===== config.mk =====
export PLATFORM = sky130hd
export DESIGN_NAME = wb_stream_writer_ctrl
export DESIGN_NICKNAME = d
export VERILOG_FILES = /design/src/rtl/wb_stream_writer_ctrl.sv
export SDC_FILE = /design/constraint.sdc
export NUM_CORES = 1
export LEC_CHECK = 0
export ABC_AREA = 0
export CORE_MARGIN = 3
export CORE_UTILIZATION = 30
export CTS_BUF_LIST = sky130_fd_sc_hd__clkbuf_8
export DETAILED_ROUTE_END_ITERATION = 8
export SETUP_SLACK_MARGIN = 0.02
export SLEW_MARGIN = 10
export SYNTH_ARGS = -nofsm -noshare
export SYNTH_HDL_FRONTEND = slang
export SYNTH_SLANG_ARGS = --single-unit

===== constraint.sdc =====
create_clock -name clk -period 4.27 [get_ports clk]
set_input_delay 0.6405 -clock clk [delete_from_list [all_inputs] [get_ports clk]]
set_output_delay 0.6405 -clock clk [all_outputs]
set_load 0.05 [all_outputs]

===== src/rtl/wb_stream_writer_ctrl.sv =====
// Wishbone burst-read master feeding the stream writer FIFO: a burst is issued only
// once the FIFO has room for all of it, so acknowledged beats pass straight through.
module wb_stream_writer_ctrl #(
  parameter int WB_AW       = 32,
  parameter int WB_DW       = 32,
  parameter int FIFO_AW     = 0,
  parameter int MAX_BURST_W = 8
) (
  input  logic                   clk,
  input  logic                   rst,
  output logic [WB_AW-1:0]       wbm_adr_o,
  output logic [WB_DW/8-1:0]     wbm_sel_o,
  output logic                   wbm_we_o,
  output logic                   wbm_cyc_o,
  output logic                   wbm_stb_o,
  output logic [2:0]             wbm_cti_o,
  output logic [1:0]             wbm_bte_o,
  input  logic [WB_DW-1:0]       wbm_dat_i,
  input  logic                   wbm_ack_i,
  input  logic                   wbm_err_i,
  output logic [WB_DW-1:0]       fifo_data_o,
  output logic                   fifo_valid_o,
  input  logic                   fifo_ready_i,
  input  logic [FIFO_AW:0]       fifo_cnt_i,
  input  logic                   enable_i,
  input  logic [WB_AW-1:0]       start_adr_i,
  input  logic [WB_AW-1:0]       buf_size_i,
  input  logic [MAX_BURST_W-1:0] burst_size_i,
  output logic                   busy_o,
  output logic                   done_o,
  output logic                   err_o
);

  localparam int BEAT_BYTES = WB_DW / 8;
  // Wide enough to hold both a burst length and the FIFO capacity without truncation
  localparam int CMP_W = ((MAX_BURST_W > FIFO_AW + 1) ? MAX_BURST_W : FIFO_AW + 1) + 1;

  typedef enum logic [1:0] {IDLE, WAIT_SPACE, BURST} state_t;

  state_t                 state, state_nx;
  logic [WB_AW-1:0]       adr;
  logic [WB_AW-1:0]       remaining;
  logic [MAX_BURST_W-1:0] bsize;
  logic [MAX_BURST_W-1:0] beat_cnt;
  logic                   done, err;

  logic                   start, load_burst, beat, done_nx, err_set;
  logic [MAX_BURST_W-1:0] rem_sat, blen;
  logic [CMP_W-1:0]       cap, cnt_x, space;
  logic                   fits;

  // Ready is guaranteed by the space reservation, so it carries no control meaning here
  logic unused_ready;
  assign unused_ready = fifo_ready_i;

  function automatic logic [MAX_BURST_W-1:0] sat_rem(input logic [WB_AW-1:0] r);
    if ((r >> MAX_BURST_W) != '0) return '1;
    return MAX_BURST_W'(r);
  endfunction

  always_comb begin
    rem_sat = sat_rem(remaining);
    blen    = (bsize < rem_sat) ? bsize : rem_sat;
    cap     = CMP_W'(1) << FIFO_AW;
    cnt_x   = CMP_W'(fifo_cnt_i);
    space   = (cnt_x >= cap) ? '0 : cap - cnt_x;
    fits    = space >= CMP_W'(blen);
  end

  always_comb begin
    state_nx   = state;
    start      = 1'b0;
    load_burst = 1'b0;
    beat       = 1'b0;
    done_nx    = 1'b0;
    err_set    = 1'b0;
    case (state)
      IDLE: begin
        if (enable_i) begin
          start = 1'b1;
          if (buf_size_i == '0) done_nx = 1'b1;
          else                  state_nx = WAIT_SPACE;
        end
      end
      WAIT_SPACE: begin
        if (remaining == '0) begin
          done_nx  = 1'b1;
          state_nx = IDLE;
        end else if (fits) begin
          load_burst = 1'b1;
          state_nx   = BURST;
        end
      end
      BURST: begin
        if (wbm_err_i) begin
          err_set  = 1'b1;
          state_nx = IDLE;
        end else if (wbm_ack_i) begin
          beat = 1'b1;
          if (beat_cnt == MAX_BURST_W'(1)) state_nx = WAIT_SPACE;
        end
      end
      default: state_nx = IDLE;
    endcase
  end

  always_ff @(posedge clk) begin
    if (rst) begin
      state     <= IDLE;
      adr       <= '0;
      remaining <= '0;
      bsize     <= '0;
      beat_cnt  <= '0;
      done      <= 1'b0;
      err       <= 1'b0;
    end else begin
      state <= state_nx;
      done  <= done_nx;
      if (start) begin
        adr       <= start_adr_i;
        remaining <= buf_size_i;
        bsize     <= (burst_size_i == '0) ? MAX_BURST_W'(1) : burst_size_i;
        err       <= 1'b0;
      end
      if (err_set) err <= 1'b1;
      if (load_burst) beat_cnt <= blen;
      if (beat) begin
        adr       <= adr + WB_AW'(BEAT_BYTES);
        remaining <= remaining - WB_AW'(1);
        beat_cnt  <= beat_cnt - MAX_BURST_W'(1);
      end
    end
  end

  // Bus and stream outputs; ack data is forwarded combinationally
  always_comb begin
    wbm_cyc_o    = (state == BURST);
    wbm_stb_o    = wbm_cyc_o;
    wbm_we_o     = 1'b0;
    wbm_bte_o    = 2'b00;
    wbm_adr_o    = adr;
    wbm_sel_o    = {(WB_DW/8){wbm_cyc_o}};
    wbm_cti_o    = 3'b000;
    if (wbm_cyc_o) wbm_cti_o = (beat_cnt == MAX_BURST_W'(1)) ? 3'b111 : 3'b010;
    fifo_valid_o = wbm_cyc_o && wbm_ack_i && !wbm_err_i;
    fifo_data_o  = wbm_dat_i;
    busy_o       = (state != IDLE);
    done_o       = done;
    err_o        = err;
  end

endmodule


Yosys cells after proc, flatten, opt, wreduce, memory -nomap -nowiden
Index checks and enable logic that the tools add are counted.

operators by class
  add/sub/neg operators = 4
  multiply operators = 0
  div/mod/pow operators = 0
  order comparisons = 3
  eq/ne operators = 8
  shift-type cells = 0
  multiplexer cells = 38
  bitwise logic cells = 0
  reductions and logical operators = 13

operators by type and width
  operator               count
  $mux 32                4
  $logic_not 32->1       2
  $mux 8                 6
  $add 32x3->32 const B  1
  $reduce_bool 32->1     1
  $sub 32x1->32 const B  1
  $mux 1                 16
  $mux 2                 7
  $ge 9x8->1             1
  $mux 9                 1
  $eq 8x1->1 const B     1
  $logic_not 8->1        1
  $lt 8x8->1             1
  $reduce_bool 2->1      4
  $sub 8x1->8 const B    1
  $mux 3                 2
  $ne 3x1->1 const B     2
  $pmux 2 s3             1
  $reduce_and 5->1       1
  $ne 2x2->1 const B     2
  $ne 3x3->1 const B     1
  $eq 2x1->1 const B     1
  $eq 2x2->1 const B     1
  $logic_and 1x1->1      2
  other kinds (5)        5

word-level totals
  bits in registers = 84
  bits in latches = 0
  bits in writable memories = 0
  memory bits (read-only) = 0
  input port bits = 111
  output and inout bits = 80
  word-level logic and storage cells = 73
  memories = 0

Longest topological paths before layout
  depth after elaboration = 11
  mapped depth = 19
  gate-level depth less buffers = 17

Worst setup path before layout
OpenSTA, ideal clock, no wires.

  path kind = register to register
  from = reg remaining[28]
  to = reg beat_cnt[0]
  arrival time = 3.762 ns
  required time = 4.137 ns
  setup slack = 0.375 ns
  stages on the path, launching flop included = 17
  buffers on the path = 1
  path through = dfxtp_1 or4_1 or3_1 clkbuf_1 nor2_1 ha_1 a211o_1 o21a_1 o21ai_0 o2bb2ai_1 ha_1 nand2b_1 nand2_1 or4b_4 a21o_1 o21ai_1 a211oi_2

on the way
  cells in the longest elaborated chain, start to end = 10
  elaborated cells between the ends (all ways) = 13

RTL lines
  element                             RTL line  text
  from (decl)                         42        logic [WB_AW-1:0] remaining;
  from (signal assigned)              121       remaining <= buf_size_i;
  from (signal assigned)              129       remaining <= remaining - WB_AW'(1);
  $reduce_bool 32->1                  57        if ((r >> MAX_BURST_W) != '0) return '1;
  $mux 1                              57
  $mux 8                              58        return MAX_BURST_W'(r);
  $lt 8x8->1                          63        blen = (bsize < rem_sat) ? bsize : rem_sat;
  $mux 8                              63
  $ge 9x8->1                          67        fits = space >= CMP_W'(blen);
  $mux 1                              89        end else if (fits) begin
  $mux 1                              86        if (remaining == '0) begin
  $mux 1                              77        case (state)
  $reduce_bool 2->1 (no source line)  --
  to (signal assigned)                126       if (load_burst) beat_cnt <= blen;
  to (signal assigned)                130       beat_cnt <= beat_cnt - MAX_BURST_W'(1);
  to (decl)                           44        logic [MAX_BURST_W-1:0] beat_cnt;

Parallel ways exist; a longest one is shown, timed or not. The select of a mux whose other input is x is not followed.
A chain may end at the register's enable or synchronous reset.

Worst setup path after layout
  from = reg remaining[28]
  to = reg beat_cnt[3]

Same word-level chain as after synthesis.

==> impl_results.md <==
- Status: complete, no violations
- VDD IR max: 0.000155 V
- Area Growth Syn to Fin: 27.0%
- Final Max Slew Viols: 0
- Final net count: 855
- Critical path's slowest cell: or4_1
- CTS tree: built
- Yosys reg bits: 84
- Antenna violations before repair: 0
- Worst EP arrival: 4160 ps
- Min-delay worst type: flop to flop
- Power Total: 2.24 mW
- Reg clk slew, reported paths: 80 ps
- Worst slew pin tran: 1030 ps
- Die area: 18500 µm²
- Cell total after placement: 936
- Setup TNS: 0 ps
- Yosys top cell by area: dfxtp_1
- Routed Antenna Nets: 0
- CP Max Fanout: 7
- Setup crit end kind: flop
- Clk sinks: 84
- Max Fclk: 253 MHz
- Die width: 136 µm
- Vias in the first global route: 4881
- Number of failing hold endpoints at the final stage: 0
- Final Util: 39.7%
- Vias: 5162
- CTS root buffer: clkbuf_8
- CP peak stage delay: 540 ps
- Die height: 136 µm
- Yosys cell types: 61
- TritonRoute pass-1 iters: 5
- Tot GR Track Use: 17.0%
- Final Cycle Share: 92.5%
- Placer Congestion: 0.776
- WL final: 15.6 mm
- Detailed Place HPWL: 11.1 mm
- # port buffers: 122
- Crit path time final: 3950 ps
- CP cell instances: or4_1 -> or3_4 -> nor2_1 -> ha_1 -> a211o_1 -> o21a_1 -> o21ai_2 -> o2bb2ai_2 -> ha_1 -> nand2b_1 -> nand2_1 -> or4b_4 -> a21o_1 -> nand2_2 -> a211oi_1
- DR vias/cell: 5.42
- Final setup fails: 0
- Avg Cell Area, Syn: 7.63 µm²
- Cell Area, Placed: 6180 µm²
- Final Non-Filler Cells: 952
- RSZ-0062 raised after global routing: no
- Largest net degree at the start of global routing: 74
- Crit start category: flop
- Hold slack: 464 ps
- Dominant synthesized flop cell: dfxtp_1
- WL/cell: 16.4 µm
- Top cell type's share of synthesized area: 33.3%
- Async SR Flop Fraction: 0%
- YS warnings: 0
- Synth Cell Area: 5060 µm²
- Total CTS buffers: 9
- Clk_skew: 15.7 ps
- Iter 0 DRT Violations: 244
- Post-Synthesis Cells: 663
- EDFF count, synth: 0
- Core Box Area: 16200 µm²
- Boundary pin count: 191
- # DRC: 0
- Share of cells above drive strength 1: 6.93%
- Grt ovf: 0
- # diodes: 0
- Dpl ws: 137 ps
- Global-route wire length before repair: 25.3 mm
- Row Count: 46
- Critical path class: flop to flop
- Sequential share of the synthesized area: 33.3%
- PD cells: 349 nW/µm²
- H-tree depth: 3
- Worst rel slew slack: 31.6%
- Final WS setup: 322 ps
- Worst EP required: 4480 ps
- Ranking of synthesized cells by area: dfxtp_1 33%, a21oi_1 8.1%, buf_4 6.2%, nor2_1 5.0%, nand2_1 4.7%
- Top cell by count, worst path: ha_1
- Filler cell count: 1680
- Worst-Skew Late Latency: 390 ps
- Bufs on Longest Clock Path: 2
- MaxCap Viol Count: 0
- Leak pwr: 2.19 nW
- Initial Utilization: 31.3%
- Design Area, Final: 6420 µm²
==> cells in the final DEF (no fill, tap or decap), types with 3 or more instances in the layout <==
cell type        netlist  routed
clkdlybuf4s50_1        0     120
dfxtp_1               84      83
a21oi_1               82      81
nor2_1                68      68
nand2_1               63      62
nor3_1                33      33
nand3_1               26      26
o21ai_0               24      22
nor4_1                21      20
a22oi_1               15      15
o211ai_1              15      15
inv_1                 13      14
a31oi_1               13      13
buf_4                 42      13
a221oi_1              12      12
ha_1                  12      12
nand4_1               10      10
clkbuf_8               0       9
or3_1                  9       8
o311ai_0               7       7
or4_1                  6       6
a211oi_1               6       6
and2_1                 6       5
nor4_4                 4       4
and3_1                 4       4
a311oi_1               4       4
nand2b_1               3       3
nand2_2                2       3
a21o_1                 3       3
conb_1                 1       3
==> critical path, delay by kind of cell (launching register included) <==
| kind | cells | cell delay [ps] |
|---|---|---|
| adder cells (fa/ha/maj) | 2 | 390 |
| AO/OA/AOI/OAI | 6 | 1120 |
| flip-flops | 1 | 360 |
| AND/OR/NAND/NOR | 7 | 1910 |
==> metal layers <==
layer  wire (µm)  GRT usage, %
met4         340          5.71
met1        7010          22.4
met5           0             0
met3         980          4.66
met2        7310          27.1
==> path summary, 6_finish.rpt <==
check / from / end / slack [ps] / cells past startpoint
min: wbm_adr_o[1] / wbm_adr_o[1] / 460 / 2
min reg2reg: wbm_adr_o[1] / wbm_adr_o[1] / 460 / 2
max: remaining[28] / beat_cnt[3] / 320 / 15
max reg2reg: remaining[28] / beat_cnt[3] / 320 / 15
==> report_power, final <==
part | switching [mW] | internal (mW) | leakage [nW]
Combinational | 0.411 | 0.272 | 1.40
Sequential | 0.0834 | 0.847 | 0.689
Clock | 0.307 | 0.322 | 0.106
==> area by class of cell <==
class / instances / area [µm²] / share of cell area [%]
Clock buffer: 9 / 124 / 1.93
Clock inverter: 6 / 81.3 / 1.27
Inverter: 14 / 52.6 / 0.818
Multi-Input combinational cell: 489 / 2910 / 45.3
Sequential cell: 84 / 1680 / 26.2
Tap cell: 216 / 270 / 4.21
Timing Repair Buffer: 134 / 1300 / 20.3
==> flip-flops by register name, summed over array words and instances, names as in the netlist <==
register / count
err_o: 1
wbm_adr_o: 32
state: 2
remaining: 32
bsize: 8
beat_cnt: 8
done_o: 1
==> logic make-up after synthesis <==
group	after synthesis	synth area share, %
AOI/OAI and AO/OA	201	25.3
DFF	84	33.3
other	1	0.0741
xor gates and xnor gates	1	0.173
and+or+nand+nor	270	27.8
adders and majority gates	12	2.97
muxes	2	0.421
buffers and inverters	92	9.99
==> synthesized netlist by cell type (all sizes together), types with 15 or more instances <==
cell	count
a21oi	83
nand3	27
o21ai	25
nor2	68
buf	48
dfxtp	84
nor4	26
o211ai	15
clkbuf	30
nand2	65
nor3	34
a22oi	15
==> timing repair <==
| item | in CTS | in global routing |
|---|---|---|
| resized for setup | 0 | 8 |
| endpoints found under the setup margin | 0 | 10 |
| hold buffers | 0 | 0 |
| setup buffers | 0 | 1 |
(Power assumes the default switching activity.)
